--- src/rtl/wb_arbiter.sv ---
// Two-controller round-robin arbiter for the pipelined Wishbone B4 peripheral bus.
// A per-cycle watchdog aborts transfers that never see an ack.
package common_pkg;
  localparam int unsigned WB_ADDR_WIDTH = 8;
  localparam int unsigned DATA_WIDTH    = 8;

  typedef struct packed {
    logic [WB_ADDR_WIDTH-1:0] addr;
    logic [DATA_WIDTH-1:0]    data;
    logic                     we;
    logic                     cycle;
    logic                     strobe;
  } wb_req_t;
endpackage

module wb_arbiter
  import common_pkg::*;
#(
  parameter int unsigned TIMEOUT_CYCLES = 15
) (
  input  logic                     wb_clock_i,
  input  logic                     wb_reset_i,
  input  logic [WB_ADDR_WIDTH-1:0] c0_addr_i,
  input  logic [DATA_WIDTH-1:0]    c0_data_i,
  input  logic                     c0_we_i,
  input  logic                     c0_cycle_i,
  input  logic                     c0_strobe_i,
  output logic [DATA_WIDTH-1:0]    c0_data_o,
  output logic                     c0_stall_o,
  output logic                     c0_ack_o,
  output logic                     c0_err_o,
  input  logic [WB_ADDR_WIDTH-1:0] c1_addr_i,
  input  logic [DATA_WIDTH-1:0]    c1_data_i,
  input  logic                     c1_we_i,
  input  logic                     c1_cycle_i,
  input  logic                     c1_strobe_i,
  output logic [DATA_WIDTH-1:0]    c1_data_o,
  output logic                     c1_stall_o,
  output logic                     c1_ack_o,
  output logic                     c1_err_o,
  output logic [WB_ADDR_WIDTH-1:0] wb_addr_o,
  output logic [DATA_WIDTH-1:0]    wb_data_o,
  output logic                     wb_we_o,
  output logic                     wb_cycle_o,
  output logic                     wb_strobe_o,
  input  logic [DATA_WIDTH-1:0]    wb_data_i,
  input  logic                     wb_stall_i,
  input  logic                     wb_ack_i,
  output logic [1:0]               grant_o
);
  localparam int unsigned WD_WIDTH  = $clog2(TIMEOUT_CYCLES + 1);
  localparam int unsigned OUT_WIDTH = 4;
  localparam logic [WD_WIDTH-1:0]  WD_LIMIT = WD_WIDTH'(TIMEOUT_CYCLES);
  localparam logic [OUT_WIDTH-1:0] OUT_MAX  = '1;

  typedef enum logic [1:0] {
    IDLE  = 2'd0,
    GRANT = 2'd1,
    DRAIN = 2'd2
  } state_t;

  state_t               state, state_nxt;
  logic                 owner, owner_nxt;
  logic                 last_owner, last_owner_nxt;
  logic [WD_WIDTH-1:0]  wd_cnt, wd_cnt_nxt;
  logic [OUT_WIDTH-1:0] outstanding, outstanding_nxt;
  logic                 err_q, err_nxt;
  wb_req_t              c0_req, c1_req, own_req, bus;
  logic [1:0]           stall_v, ack_v;
  logic                 accepted, ack_taken;

  assign c0_req  = {c0_addr_i, c0_data_i, c0_we_i, c0_cycle_i, c0_strobe_i};
  assign c1_req  = {c1_addr_i, c1_data_i, c1_we_i, c1_cycle_i, c1_strobe_i};
  assign own_req = owner ? c1_req : c0_req;

  always_ff @(posedge wb_clock_i or posedge wb_reset_i) begin
    if (wb_reset_i) begin
      state       <= IDLE;
      owner       <= 1'b0;
      last_owner  <= 1'b1;
      wd_cnt      <= '0;
      outstanding <= '0;
      err_q       <= 1'b0;
    end else begin
      state       <= state_nxt;
      owner       <= owner_nxt;
      last_owner  <= last_owner_nxt;
      wd_cnt      <= wd_cnt_nxt;
      outstanding <= outstanding_nxt;
      err_q       <= err_nxt;
    end
  end

  always_comb begin
    state_nxt       = state;
    owner_nxt       = owner;
    last_owner_nxt  = last_owner;
    wd_cnt_nxt      = wd_cnt;
    outstanding_nxt = outstanding;
    err_nxt         = 1'b0;
    bus             = '0;
    stall_v         = 2'b11;
    ack_v           = 2'b00;
    accepted        = 1'b0;
    ack_taken       = 1'b0;
    case (state)
      IDLE: begin
        wd_cnt_nxt      = '0;
        outstanding_nxt = '0;
        // Tie goes to whoever did not own the bus last.
        if (c0_req.cycle && c1_req.cycle) begin
          owner_nxt = ~last_owner;
          state_nxt = GRANT;
        end else if (c0_req.cycle) begin
          owner_nxt = 1'b0;
          state_nxt = GRANT;
        end else if (c1_req.cycle) begin
          owner_nxt = 1'b1;
          state_nxt = GRANT;
        end
      end
      GRANT: begin
        bus            = own_req;
        bus.strobe     = own_req.strobe & own_req.cycle;
        stall_v[owner] = wb_stall_i;
        ack_v[owner]   = wb_ack_i;
        accepted       = bus.strobe & ~wb_stall_i;
        ack_taken      = wb_ack_i & (outstanding != '0);
        if (accepted && !ack_taken && outstanding != OUT_MAX) begin
          outstanding_nxt = outstanding + OUT_WIDTH'(1);
        end else if (!accepted && ack_taken) begin
          outstanding_nxt = outstanding - OUT_WIDTH'(1);
        end
        // Watchdog runs only while a transfer is being requested or awaited.
        if (wb_ack_i) begin
          wd_cnt_nxt = '0;
        end else if ((bus.strobe || outstanding != '0) && wd_cnt != WD_LIMIT) begin
          wd_cnt_nxt = wd_cnt + WD_WIDTH'(1);
        end
        if (!own_req.cycle) begin
          last_owner_nxt = owner;
          state_nxt      = IDLE;
        end else if (wd_cnt == WD_LIMIT) begin
          err_nxt   = 1'b1;
          state_nxt = DRAIN;
        end
      end
      DRAIN: begin
        if (!own_req.cycle) begin
          last_owner_nxt = owner;
          state_nxt      = IDLE;
        end
      end
      default: state_nxt = IDLE;
    endcase
  end

  assign wb_addr_o   = bus.addr;
  assign wb_data_o   = bus.data;
  assign wb_we_o     = bus.we;
  assign wb_cycle_o  = bus.cycle;
  assign wb_strobe_o = bus.strobe;

  assign c0_data_o  = wb_data_i;
  assign c1_data_o  = wb_data_i;
  assign c0_stall_o = stall_v[0];
  assign c1_stall_o = stall_v[1];
  assign c0_ack_o   = ack_v[0];
  assign c1_ack_o   = ack_v[1];
  assign c0_err_o   = err_q & ~owner;
  assign c1_err_o   = err_q & owner;
  assign grant_o    = (state == IDLE) ? 2'b00 : (owner ? 2'b10 : 2'b01);
endmodule

--- config.mk ---
export PLATFORM = sky130hd
export DESIGN_NAME = wb_arbiter
export DESIGN_NICKNAME = d
export VERILOG_FILES = /design/src/rtl/wb_arbiter.sv
export SDC_FILE = /design/constraint.sdc
export NUM_CORES = 1
export LEC_CHECK = 0
export ABC_CLOCK_PERIOD_IN_PS = 2300
export CAP_MARGIN = 20
export CELL_PAD_IN_SITES_DETAIL_PLACEMENT = 0
export CELL_PAD_IN_SITES_GLOBAL_PLACEMENT = 1
export CORE_MARGIN = 8
export CORE_UTILIZATION = 23
export CTS_CLUSTER_DIAMETER = 50
export DETAILED_ROUTE_END_ITERATION = 7
export HOLD_SLACK_MARGIN = 0.12
export PLACE_DENSITY_LB_ADDON = 0.1
export SYNTH_ARGS = -nofsm -noshare
export SYNTH_HDL_FRONTEND = slang
export SYNTH_SLANG_ARGS = --single-unit
--- constraint.sdc ---
create_clock -name wb_clock_i -period 2.3 [get_ports wb_clock_i]
set_input_delay 0.575 -clock wb_clock_i [delete_from_list [all_inputs] [get_ports wb_clock_i]]
set_output_delay 0.575 -clock wb_clock_i [all_outputs]
set_load 0.1 [all_outputs]
# --- Yosys cells after proc, flatten, opt, wreduce, memory -nomap -nowiden ---
# Cells that the tools add are included.
word_totals:
  latch_bits: 0
  inputBits: 50
  mem_bits_rw: 0
  output_inout_bits: 43
  mem_bits_ro: 0
  mem_count: 0
  regBits: 13
  elab_cells: 79
classes:
  multipliers: 0
  reduce_logical: 19
  bitwise_logic: 12
  shift: 0
  n_addsub: 3
  n_eq_ne: 10
  muxes: 27
  n_lt_le_gt_ge: 2
  n_div: 0
ops:
  columns: ["operator", "count"]
  rows:
  - ["19-bit two-way mux", 2]
  - ["2-bit two-way mux", 10]
  - ["4-bit two-way mux", 4]
  - ["4-bit case mux with 2 select lines", 2]
  - ["4-bit inequality test (second input constant)", 3]
  - ["3-bit inequality test (second input constant)", 3]
  - ["4-bit by 1-bit adder with 4-bit output (second input constant)", 2]
  - ["2-bit AND reduction", 4]
  - ["1-bit two-way mux", 7]
  - ["1-bit logical AND", 6]
  - ["2-bit case mux with 3 select lines", 1]
  - ["1-bit bitwise AND", 5]
  - ["4-bit equality test (second input constant)", 1]
  - ["1-bit NOT", 4]
  - ["4-bit nonzero test", 1]
  - ["4-bit by 1-bit subtractor with 4-bit output (second input constant)", 1]
  - ["3-bit AND reduction", 1]
  - ["3-bit nonzero test", 1]
  - ["2-bit bitwise AND", 1]
  - ["2-bit by 1-bit equality test with 1-bit output (second input constant)", 1]
  - ["2-bit equality test (second input constant)", 1]
  - ["1-bit zero test", 2]
  - ["2-bit zero test", 1]
  - ["1-bit by 2-bit < comparator with 1-bit output (second input constant)", 1]
  - ["8 further kinds", 8]

# --- Longest topological paths before layout ---
depth:
  word_depth: 8
  mapped_depth: 8
  ltp_nobuf: 8

# --- Worst setup path after synthesis ---
# Ideal clock, no wire load.
synth_timing:
  path_type: "reg2out"
  startpoint: "register state[1]"
  endpoint: "output port wb_addr_o[7]"
  path_stages_with_launch: 6
  arrival_ps: 2501
  required_time_ps: 1725
  path_buffers: 2
  setup_slack_ps: -776
  cell_sequence: "dfrtp_1 -> inv_1 -> ha_1 -> clkbuf_1 -> clkbuf_1 -> nor2b_1"
synth_between:
  elab_chain_len: 2
synth_lines:
  columns: ["item", "line_no", "text"]
  rows:
  - ["from (decl)", "62", "state_t state, state_nxt;"]
  - ["from (signal assigned)", "85", "state <= state_nxt;"]
  - ["2-bit by 1-bit equality test with 1-bit output", "106", "case (state)"]
  - ["19-bit two-way mux", "106", null]
  - ["to (decl)", "41", "output logic [WB_ADDR_WIDTH-1:0] wb_addr_o,"]
# Every way passes these cells.

# --- Worst setup path in the final report ---
layout_timing:
  startpoint: "register state[1]"
  endpoint: "output port c0_stall_o"
layout_between:
  elab_chain_len: 2
layout_lines:
  columns: ["item", "line_no", "text"]
  rows:
  - ["2-bit by 1-bit equality test with 1-bit output", "106", null]
  - ["2-bit two-way mux", "106", null]
  - ["to (decl)", "29", "output logic c0_stall_o,"]
# Every way passes these cells.

==> reports/results.ini <==
[cells_and_area]
final_standard_cell_count_with_taps_included_and_fillers_excluded=319
flow.area_growth_from_synthesis_pct=92.30
finish.utilization_pct=44.83
final_net_count=300
drive_above_1_share_pct=39.67
insertedDiodeCount=0

[grt]
grtUsageTotal_pct=11.57
grt_antenna_before_repair=0
overflow=0
grt_first_pass_wirelength_mm=8.280
grt_start_max_net_pins=32
via_count_of_the_first_global_routing_pass=1658

[synthesis]
synth-async-reset-ratio_pct=100.0
sequential_area_share_after_synthesis_pct=22.58
synth_edf_count=0
synth_top_cell_area_share_pct=20.76
synthCells=173
netlist-cell-type-count=46
ys.flop_type=dfrtp_1
synth.cell_area_mm2=0.001446
synth_top_area_cell=dfrtp_1
biggest_area_contributors_in_the_synthesized_netlist=dfrtp_1, mux2i_1, nor2b_1
synth_commonest_cells=mux2i_1, nor2b_1, buf_4, nor2_1
ys_warns=0
synthMostInstantiatedCell=mux2i_1
postSynthRegisterBits=13
net_count_of_the_mapped_netlist=230
syn-mean-instance-area_um2=8.361

[worst_hold_path]
whs_path_depth=2
timing.hold.worst_endpoint=last_owner
worstHoldStart=last_owner
worst_min_path_class=flop to flop

[power]
irDropWorstVdd_uv=855.7
power_per_cell_area_mw_per_mm2=1567
design_power_total_mw=4.358
static-leakage-power_nw=1.227

[clock_tree]
clock_latency_ns=0.25
hold_buffers=0
max-clock-path-buffers=2
numCtsBuffers=3
htree_levels=1
clk_pin_slew_ns=0.07
ctsRootBufferMaster=clkbuf_8
tritoncts=built
clock_sink_count=13

[worst_setup_path]
worstReg2RegEnd=outstanding[3]
crit_path_start_kind=flop
r2r_start=outstanding[3]
worst_ep_required_time_ns=1.73
critical_path_class=flop to output pin
setup.worst_path.end_class=output pin
flop_to_flop_setup_slack_ns=0.08
maximum_fanout_count_along_the_critical_path=6
worstPathArrival_ns=1.66
ff2ff_path_depth=9

[floorplanning]
fp.dieH_um=95.30
dieArea_mm2=0.009082
die_w_um=95.30
placement_rows=29
io_pins=93
core_footprint_mm2=0.006205
start_util_pct=23.31

[placed_design]
dp_hpwl_mm=4.260
dpl.cell_count=311
placement.setup.worst_slack_ns=-0.6247
placement.io_buffers=68
gp_congestion=0.7737

[routing]
drt-wirelength-per-cell_um=16.63
drt_iter0_markers=37
drc=0
via_per_inst=4.737
wirelength_mm=5.306
routed-via-count=1511
final_antenna_net_count=0
firstDrtPassIters=4

[timing]
count_of_final_setup_violators=0
finalHoldViolCount=0
period_minus_slack_ns=2.235
post-route-period-util_pct=97.16
max-slew-margin-rel_pct=62.46
rsz0062_at_grt=yes
final.setup.tns_ns=0
worstMarginPinSlew_ns=0.5625
clock-skew-final_ns=0.01129
final_max_slew_viol_count=0
worst_slack_ns=0.06542
clock.fmax_mhz=447.5

[run]
cap_viol_max_count=0

[run_status]
run_status=finished, final reports clean

-- worst max-delay path by stage --
stage	end	cells past startpoint	slack [ns]	start
2_1_floorplan	wb_addr_o[7]	5	-0.12	state[1]
4_1_cts	c0_ack_o	6	0.02	state[1]
3_3_place_gp	outstanding[3]	9	-0.50	c0_strobe_i
3_5_place_dp	outstanding[3]	9	-0.62	c0_strobe_i
6_report	c0_stall_o	4	0.07	state[1]
5_1_grt	outstanding[3]	9	-0.02	outstanding[3]
-- metal layers --
layer | wire length (µm) | global-route usage [%]
met3 | 548 | 5.591
met1 | 2072 | 12.67
met5 | 0 | 0
met2 | 2624 | 19.79
met4 | 60 | 2.471
-- sequential cells by signal, summed over array words and instances (netlist names) --
signal,count
state,2
outstanding,4
err_q,1
wd_cnt,4
last_owner,1
owner,1
-- kinds of logic after synthesis --
group           share of synthesized area (%)
xor+xnor                                1.211
mux                                     15.92
flops                                   22.58
buf+inv                                 12.63
compound gates                          13.84
fa+ha+maj                               6.574
simple gates                            27.25
-- critical path, stage by stage (launching register included) --
cell,delay [ns]
dfrtp_1,0.39
inv_1,0.15
ha_4,0.19
or3b_2,0.49
buf_12,0.19
-- per-stage QoR --
stage	hold WS [ns]	cell area [µm²]
floorplan	0.4512	1600
global placement	0.5212	2609
detailed placement	0.5352	2609
CTS	0.5457	2726
global route	0.5860	2781
finish	0.5506	2781
-- timing repair --
action | 4_1_cts | 5_1_grt
buffers inserted | 0 | 3
resized for setup | 20 | 11
pin swaps | 6 | 10
setup endpoints to repair | 7 | 6
gates cloned | 0 | 1
-- placed cells by master (no fill, tap or decap), types with 2 or more instances in the layout --
master           instances
nor2_2                   4
clkbuf_2                 2
buf_4                   16
nand2_1                 12
dfrtp_2                  2
nor2b_4                 16
dfrtp_1                 10
a21oi_1                  5
mux2i_1                 22
nor2b_2                  3
o31ai_1                  2
nand3_1                  5
inv_1                    9
ha_1                     4
dlygate4sd2_1            2
o21ai_0                  5
nand2b_1                 3
buf_6                    2
xor2_1                   2
or2_4                    2
clkdlybuf4s50_1         35
buf_12                  28
clkbuf_8                 3
nor2_1                   8
-- report_power, final --
part / leakage [nW] / total [mW] / switching (mW) / internal (mW)
sequential: 0.165 / 0.402 / 0.0876 / 0.314
clock: 0.0228 / 0.225 / 0.102 / 0.123
combinational: 1.04 / 3.73 / 2.20 / 1.53
-- layout make-up --
type                            count  area [µm²]
Multi-Input combinational cell    128        1149
Tap cell                           77       96.34
Fill cell                         591        3423
Timing Repair Buffer               88        1129
Clock buffer                        4       45.04
Inverter                            9       33.78
Sequential cell                    13       329.1
No activity file was read; power rests on OpenSTA's default activity.
